[src/rtl/usb_rx_pkg.sv]
// Shared types for the USB receive path: decoded line states and EOP qualifier states.
package usb_rx_pkg;

    typedef enum logic [1:0] {
        LS_SE0,
        LS_J,
        LS_K,
        LS_SE1
    } line_state_t;

    typedef enum logic [1:0] {
        IDLE,
        SE0_CNT,
        WAIT_J,
        RESET_HOLD
    } eop_state_t;

endpackage

[src/rtl/usb_line_decode.sv]
// Maps the synchronised D+/D- pair onto a symbolic line state; shared with the NRZI decoder.
module usb_line_decode
    import usb_rx_pkg::*;
(
    input  logic        d_plus,
    input  logic        d_minus,
    output line_state_t line_state
);

    always_comb begin
        unique case ({d_plus, d_minus})
            2'b00:   line_state = LS_SE0;
            2'b10:   line_state = LS_J;
            2'b01:   line_state = LS_K;
            default: line_state = LS_SE1;
        endcase
    end

endmodule

[src/rtl/eop_qualifier.sv]
// Sequential EOP qualifier: counts SE0 bit-times on each shift_enable strobe and reports
// a valid EOP, a malformed EOP, or a bus reset, all from registered outputs.
module eop_qualifier
    import usb_rx_pkg::*;
#(
    parameter int SE0_MIN_BITS = 2,
    parameter int J_MIN_BITS   = 1,
    parameter int RESET_BITS   = 8
) (
    input  logic clk,
    input  logic n_rst,
    input  logic d_plus,
    input  logic d_minus,
    input  logic shift_enable,
    output logic se0_active,
    output logic eop_strobe,
    output logic eop_error,
    output logic bus_reset
);

    localparam int CW = $clog2(RESET_BITS + 1);
    localparam int JW = $clog2(J_MIN_BITS + 1);
    localparam logic [CW-1:0] RESET_CNT   = CW'(RESET_BITS);
    localparam logic [CW-1:0] SE0_MIN_CNT = CW'(SE0_MIN_BITS);
    localparam logic [JW-1:0] J_MIN_CNT   = JW'(J_MIN_BITS);

    line_state_t   line_state;
    eop_state_t    state_q, state_d;
    logic [CW-1:0] se0_cnt_q, se0_cnt_d, se0_inc;
    logic [JW-1:0] j_cnt_q, j_cnt_d, j_inc;
    logic          se0_active_q, se0_active_d;
    logic          eop_strobe_q, eop_strobe_d;
    logic          eop_error_q, eop_error_d;
    logic          bus_reset_q, bus_reset_d;

    usb_line_decode u_line_decode (
        .d_plus     (d_plus),
        .d_minus    (d_minus),
        .line_state (line_state)
    );

    assign se0_inc = se0_cnt_q + 1'b1;
    assign j_inc   = j_cnt_q + 1'b1;

    always_ff @(posedge clk) begin
        if (!n_rst) begin
            state_q      <= IDLE;
            se0_cnt_q    <= '0;
            j_cnt_q      <= '0;
            se0_active_q <= 1'b0;
            eop_strobe_q <= 1'b0;
            eop_error_q  <= 1'b0;
            bus_reset_q  <= 1'b0;
        end else begin
            state_q      <= state_d;
            se0_cnt_q    <= se0_cnt_d;
            j_cnt_q      <= j_cnt_d;
            se0_active_q <= se0_active_d;
            eop_strobe_q <= eop_strobe_d;
            eop_error_q  <= eop_error_d;
            bus_reset_q  <= bus_reset_d;
        end
    end

    // Pulses default low so they last exactly one clk; levels and counters hold between strobes.
    always_comb begin
        state_d      = state_q;
        se0_cnt_d    = se0_cnt_q;
        j_cnt_d      = j_cnt_q;
        se0_active_d = se0_active_q;
        eop_strobe_d = 1'b0;
        eop_error_d  = 1'b0;
        bus_reset_d  = bus_reset_q;

        if (shift_enable) begin
            unique case (state_q)
                IDLE: begin
                    if (line_state == LS_SE0) begin
                        state_d      = SE0_CNT;
                        se0_cnt_d    = CW'(1);
                        se0_active_d = 1'b1;
                    end
                end
                SE0_CNT: begin
                    if (line_state == LS_SE0) begin
                        se0_cnt_d = se0_inc;
                        if (se0_inc == RESET_CNT) begin
                            state_d     = RESET_HOLD;
                            bus_reset_d = 1'b1;
                        end
                    end else begin
                        se0_cnt_d    = '0;
                        se0_active_d = 1'b0;
                        state_d      = IDLE;
                        if (line_state == LS_J && se0_cnt_q >= SE0_MIN_CNT) begin
                            if (J_MIN_BITS == 1) begin
                                eop_strobe_d = 1'b1;
                            end else begin
                                state_d = WAIT_J;
                                j_cnt_d = JW'(1);
                            end
                        end else begin
                            eop_error_d = 1'b1;
                        end
                    end
                end
                WAIT_J: begin
                    if (line_state == LS_J) begin
                        j_cnt_d = j_inc;
                        if (j_inc == J_MIN_CNT) begin
                            eop_strobe_d = 1'b1;
                            j_cnt_d      = '0;
                            state_d      = IDLE;
                        end
                    end else begin
                        eop_error_d = 1'b1;
                        j_cnt_d     = '0;
                        state_d     = IDLE;
                    end
                end
                RESET_HOLD: begin
                    if (line_state != LS_SE0) begin
                        bus_reset_d  = 1'b0;
                        se0_active_d = 1'b0;
                        se0_cnt_d    = '0;
                        state_d      = IDLE;
                    end
                end
                default: state_d = IDLE;
            endcase
        end
    end

    assign se0_active = se0_active_q;
    assign eop_strobe = eop_strobe_q;
    assign eop_error  = eop_error_q;
    assign bus_reset  = bus_reset_q;

endmodule
[config.mk]
export PLATFORM = sky130hd
export DESIGN_NAME = eop_qualifier
export DESIGN_NICKNAME = d
export VERILOG_FILES = /design/src/rtl/usb_rx_pkg.sv /design/src/rtl/usb_line_decode.sv /design/src/rtl/eop_qualifier.sv
export SDC_FILE = /design/constraint.sdc
export NUM_CORES = 1
export LEC_CHECK = 0
export CAP_MARGIN = 20
export CORE_MARGIN = 10
export CORE_UTILIZATION = 45
export DETAILED_ROUTE_END_ITERATION = 8
export MAX_ROUTING_LAYER = met4
export PLACE_DENSITY = 0.73
export SYNTH_ARGS = -nofsm -noshare
export SYNTH_HDL_FRONTEND = slang
export SYNTH_SLANG_ARGS = --single-unit
[constraint.sdc]
create_clock -name clk -period 1.9 [get_ports clk]
set_clock_uncertainty 0.1 [all_clocks]
set_input_delay 0.38 -clock clk [delete_from_list [all_inputs] [get_ports clk]]
set_output_delay 0.38 -clock clk [all_outputs]
set_load 0.01 [all_outputs]
==> flow_metrics.env, run 1 <==
export IMPL_status="finished clean"
export IMPL_cts_buffers=3
export IMPL_core_area_um2=1330
export IMPL_synth_cell_types=33
export IMPL_fmax_ghz=0.578
export IMPL_r2r_start="state_q[0]"
export IMPL_antenna_found_initial=0
export IMPL_routed_wl_mm=1.47
export IMPL_worst_pin_slew_ps=340
export IMPL_num_rows=13
export IMPL_crit_arrival_ps=1830
export IMPL_final_cell_mix="dfxtp_1 (10), clkdlybuf4s50_1 (8), buf_4 (8)"
export IMPL_clockPowerShare_pct=40.2
export IMPL_post_cts_setup_buffers=0
export IMPL_ant_nets=0
export IMPL_yosys_area_top_type="dfxtp_1"
export IMPL_setup_ws_ps=170
export IMPL_drive_above_1_share_pct=21.1
export IMPL_setup_viol=0
export IMPL_p_per_area_nw_per_um2=602
export IMPL_die_w_um=58.0
export IMPL_dieArea_um2=3360
export IMPL_remaining_drc_errors=0
export IMPL_grt_total_usage_pct=9.42
export IMPL_p_sw_share_pct=26.3
export IMPL_cts_tree="done"
export IMPL_end_kind="register"
export IMPL_synth_area_top_cells="dfxtp_1 (31%), ha_1 (12%), o211a_1 (4.6%), nand4b_1 (4.1%), nand2_1 (3.5%)"
export IMPL_reg2reg_setup_slack_ps=170
export IMPL_holdWs_ps=437
export IMPL_slew_viol_final=0
export IMPL_hold_viol_final=0
export IMPL_cp_max_fo=4
export IMPL_grt_pass1_wl_mm=2.40
export IMPL_layoutNonFillerInstCount=105
export IMPL_pre_cts_ws_ps=-13.1
export IMPL_synthDominantCellAreaShare_pct=30.9
export IMPL_syn_cell_area_um2=648
export IMPL_net_switching_power_mw=0.133
export IMPL_hpwl_mm=1.12
export IMPL_syn_to_final_growth_pct=29.5
export IMPL_start_kind="register"
export IMPL_top_level_ports=9
export IMPL_fin_tns_setup_ps=0
export IMPL_gp_congestion=0.844
export IMPL_min_period_ps=1730
export IMPL_p_seq_share_pct=43.8
export IMPL_port_buffer_count=8
export IMPL_vdd_drop_max_v=0.000292
export IMPL_ys_warn_count=0
export IMPL_clock_latency_ps=280
export IMPL_rsz0062_at_grt="no"
export IMPL_clk_pin_slew_worst_paths_ps=70
export IMPL_cts_hold_buf=0
export IMPL_regToRegEndpoint="se0_cnt_q[2]"
export IMPL_postCtsResizedCells=0
export IMPL_start_util_pct=48.6
export IMPL_drtIter0Drc=11
export IMPL_hp_class="reg -> reg"
export IMPL_grt_max_degree=10
export IMPL_crit_start="state_q[0]"
export IMPL_clockBufferDepth=2
export IMPL_fill_cells=114
export IMPL_insertedDiodeCount=0
export IMPL_r2r_cells=6
export IMPL_nets=102
export IMPL_die_y_um=58.0
export IMPL_leakage_nw=0.342
export IMPL_num_vias=603
export IMPL_synth_seq_cells=10
export IMPL_yosysSeqAreaShare_pct=30.9
export IMPL_power_internal_mw=0.372
export IMPL_postSynthCellCount=71
export IMPL_finalCritPeriodShare_pct=91.1
export IMPL_drt_vias_per_instance=5.74
export IMPL_grt_pass1_vias=546
export IMPL_post_drt_wl_per_cell_um=14.0
export IMPL_dp_cells=101
export IMPL_layout_commonest_cell="dfxtp_1"
export IMPL_clock_sinks=10
export IMPL_postSynthAreaPerCell_um2=9.13
export IMPL_relSlewSlack_pct=77.4
export IMPL_worst_setup_path_type="reg -> reg"
export IMPL_maxCapViolCount=0
export IMPL_cts_htree_levels=1
export IMPL_cp_required_ps=2000
export IMPL_post_route_util_pct=62.9
export IMPL_p_comb_share_pct=16.0
export IMPL_grt_ovfl_total=0
export IMPL_cts_root_buf="clkbuf_4"
export IMPL_drt_pass1_iterations=5
export IMPL_crit_end="se0_cnt_q[2]"
export IMPL_syn_nets=82
-- area by class of cell --
class / instances / area [µm²] / area share (%)
multi-input cells: 55 / 425 / 50.7
flip-flops and latches: 10 / 200 / 23.8
repair buffers: 16 / 140 / 16.7
clock buffers: 4 / 36.3 / 4.32
inverters: 5 / 18.8 / 2.24
well taps: 15 / 18.8 / 2.24
-- synthesized netlist by cell type --
| cell | instances |
|---|---|
| dfxtp_1 | 10 |
| ha_1 | 6 |
| o221ai_1 | 1 |
| o221a_1 | 2 |
| a21oi_2 | 1 |
| a211o_1 | 1 |
| o21ai_1 | 1 |
| nand4_1 | 1 |
| o31ai_1 | 1 |
| or2_2 | 1 |
| a21boi_0 | 1 |
| clkbuf_1 | 1 |
| o211a_1 | 3 |
| nand4b_1 | 3 |
| or4_4 | 1 |
| nor3_1 | 1 |
| o21a_1 | 1 |
| nor2_1 | 2 |
| nor2_2 | 2 |
| and3b_1 | 1 |
| o211ai_1 | 3 |
| nor4_1 | 1 |
| a211oi_4 | 1 |
| nor4b_2 | 1 |
| a21oi_1 | 2 |
| nand2_1 | 6 |
| o21ai_0 | 3 |
| nor3b_1 | 1 |
| nand3b_1 | 1 |
| inv_1 | 5 |
| nand2b_1 | 2 |
| and2_1 | 1 |
| nand3_1 | 3 |
-- registers in the layout (all words and copies together), names as in the netlist --
| register | cells |
|---|---|
| bus_reset | 1 |
| eop_strobe | 1 |
| eop_error | 1 |
| state_q | 2 |
| se0_cnt_q | 4 |
| se0_active | 1 |
-- metrics by stage --
step / power (mW) / cell area (µm²)
after floorplan: 0.268 / 648
after global placement: 0.305 / 803
after detailed placement: 0.306 / 803
after CTS: 0.510 / 840
after global routing: 0.529 / 840
final: 0.505 / 840
-- cell families after synthesis --
family                     Yosys count  synth area share [%]
and+or+nand+nor                     28                  27.2
AOI/OAI and AO/OA                   21                  26.8
DFF                                 10                  30.9
buffers and inverters                6                  3.47
adders and majority gates            6                  11.6
-- per-layer routing --
metal  wire [µm]  global-route usage (%)
met3          69                    3.92
met2         623                    12.9
met4          41                    7.05
met5           0                       -
met1         737                    10.6
-- worst min path at each step --
stage | startpoint | end | slack [ps] | depth (start not counted)
6_report | bus_reset | bus_reset | 440 | 1
2_1_floorplan | se0_cnt_q[1] | se0_cnt_q[1] | 400 | 2
3_3_place_gp | se0_active | se0_active | 410 | 1
5_1_grt | se0_active | se0_active | 460 | 1
4_1_cts | se0_active | se0_active | 440 | 1
3_5_place_dp | se0_active | se0_active | 420 | 1
-- worst max-delay path: stages, from the launching register on --
cell and delay (ps):
dfxtp_1 380, inv_1 80, ha_1 230, nand2b_1 250
nor4b_2 380, nand4b_1 140, o211ai_1 100
-- power by group through the flow --
| stage | combinational, mW | clock, mW | sequential, mW |
|---|---|---|---|
| 2_1_floorplan | 0.0424 | 0 | 0.226 |
| 3_3_place_gp | 0.0788 | 0 | 0.226 |
| 3_5_place_dp | 0.0794 | 0 | 0.226 |
| 4_1_cts | 0.0802 | 0.208 | 0.221 |
| 5_1_grt | 0.0879 | 0.219 | 0.222 |
| 6_report | 0.0806 | 0.203 | 0.222 |
(Power assumes the default switching activity.)
==> run 2, diff against run 1 <==
==> constraint.sdc (replaced) <==
create_clock -name clk -period 1.9 [get_ports clk]
set_clock_uncertainty 0.1 [all_clocks]
set_input_delay 0.38 -clock clk [delete_from_list [all_inputs] [get_ports clk]]
set_output_delay 0.38 -clock clk [all_outputs]
set_load 0.02 [all_outputs]
==> results of run 2 <==
The final DEF is identical to that of run 1. Status: finished clean.
Among the figures that moved: setup slack after layout 170 ps -> 158 ps; start point of the critical path state_q[0] -> se0_active; end point of the critical path se0_cnt_q[2] -> se0_active; total power 0.505 mW -> 0.507 mW
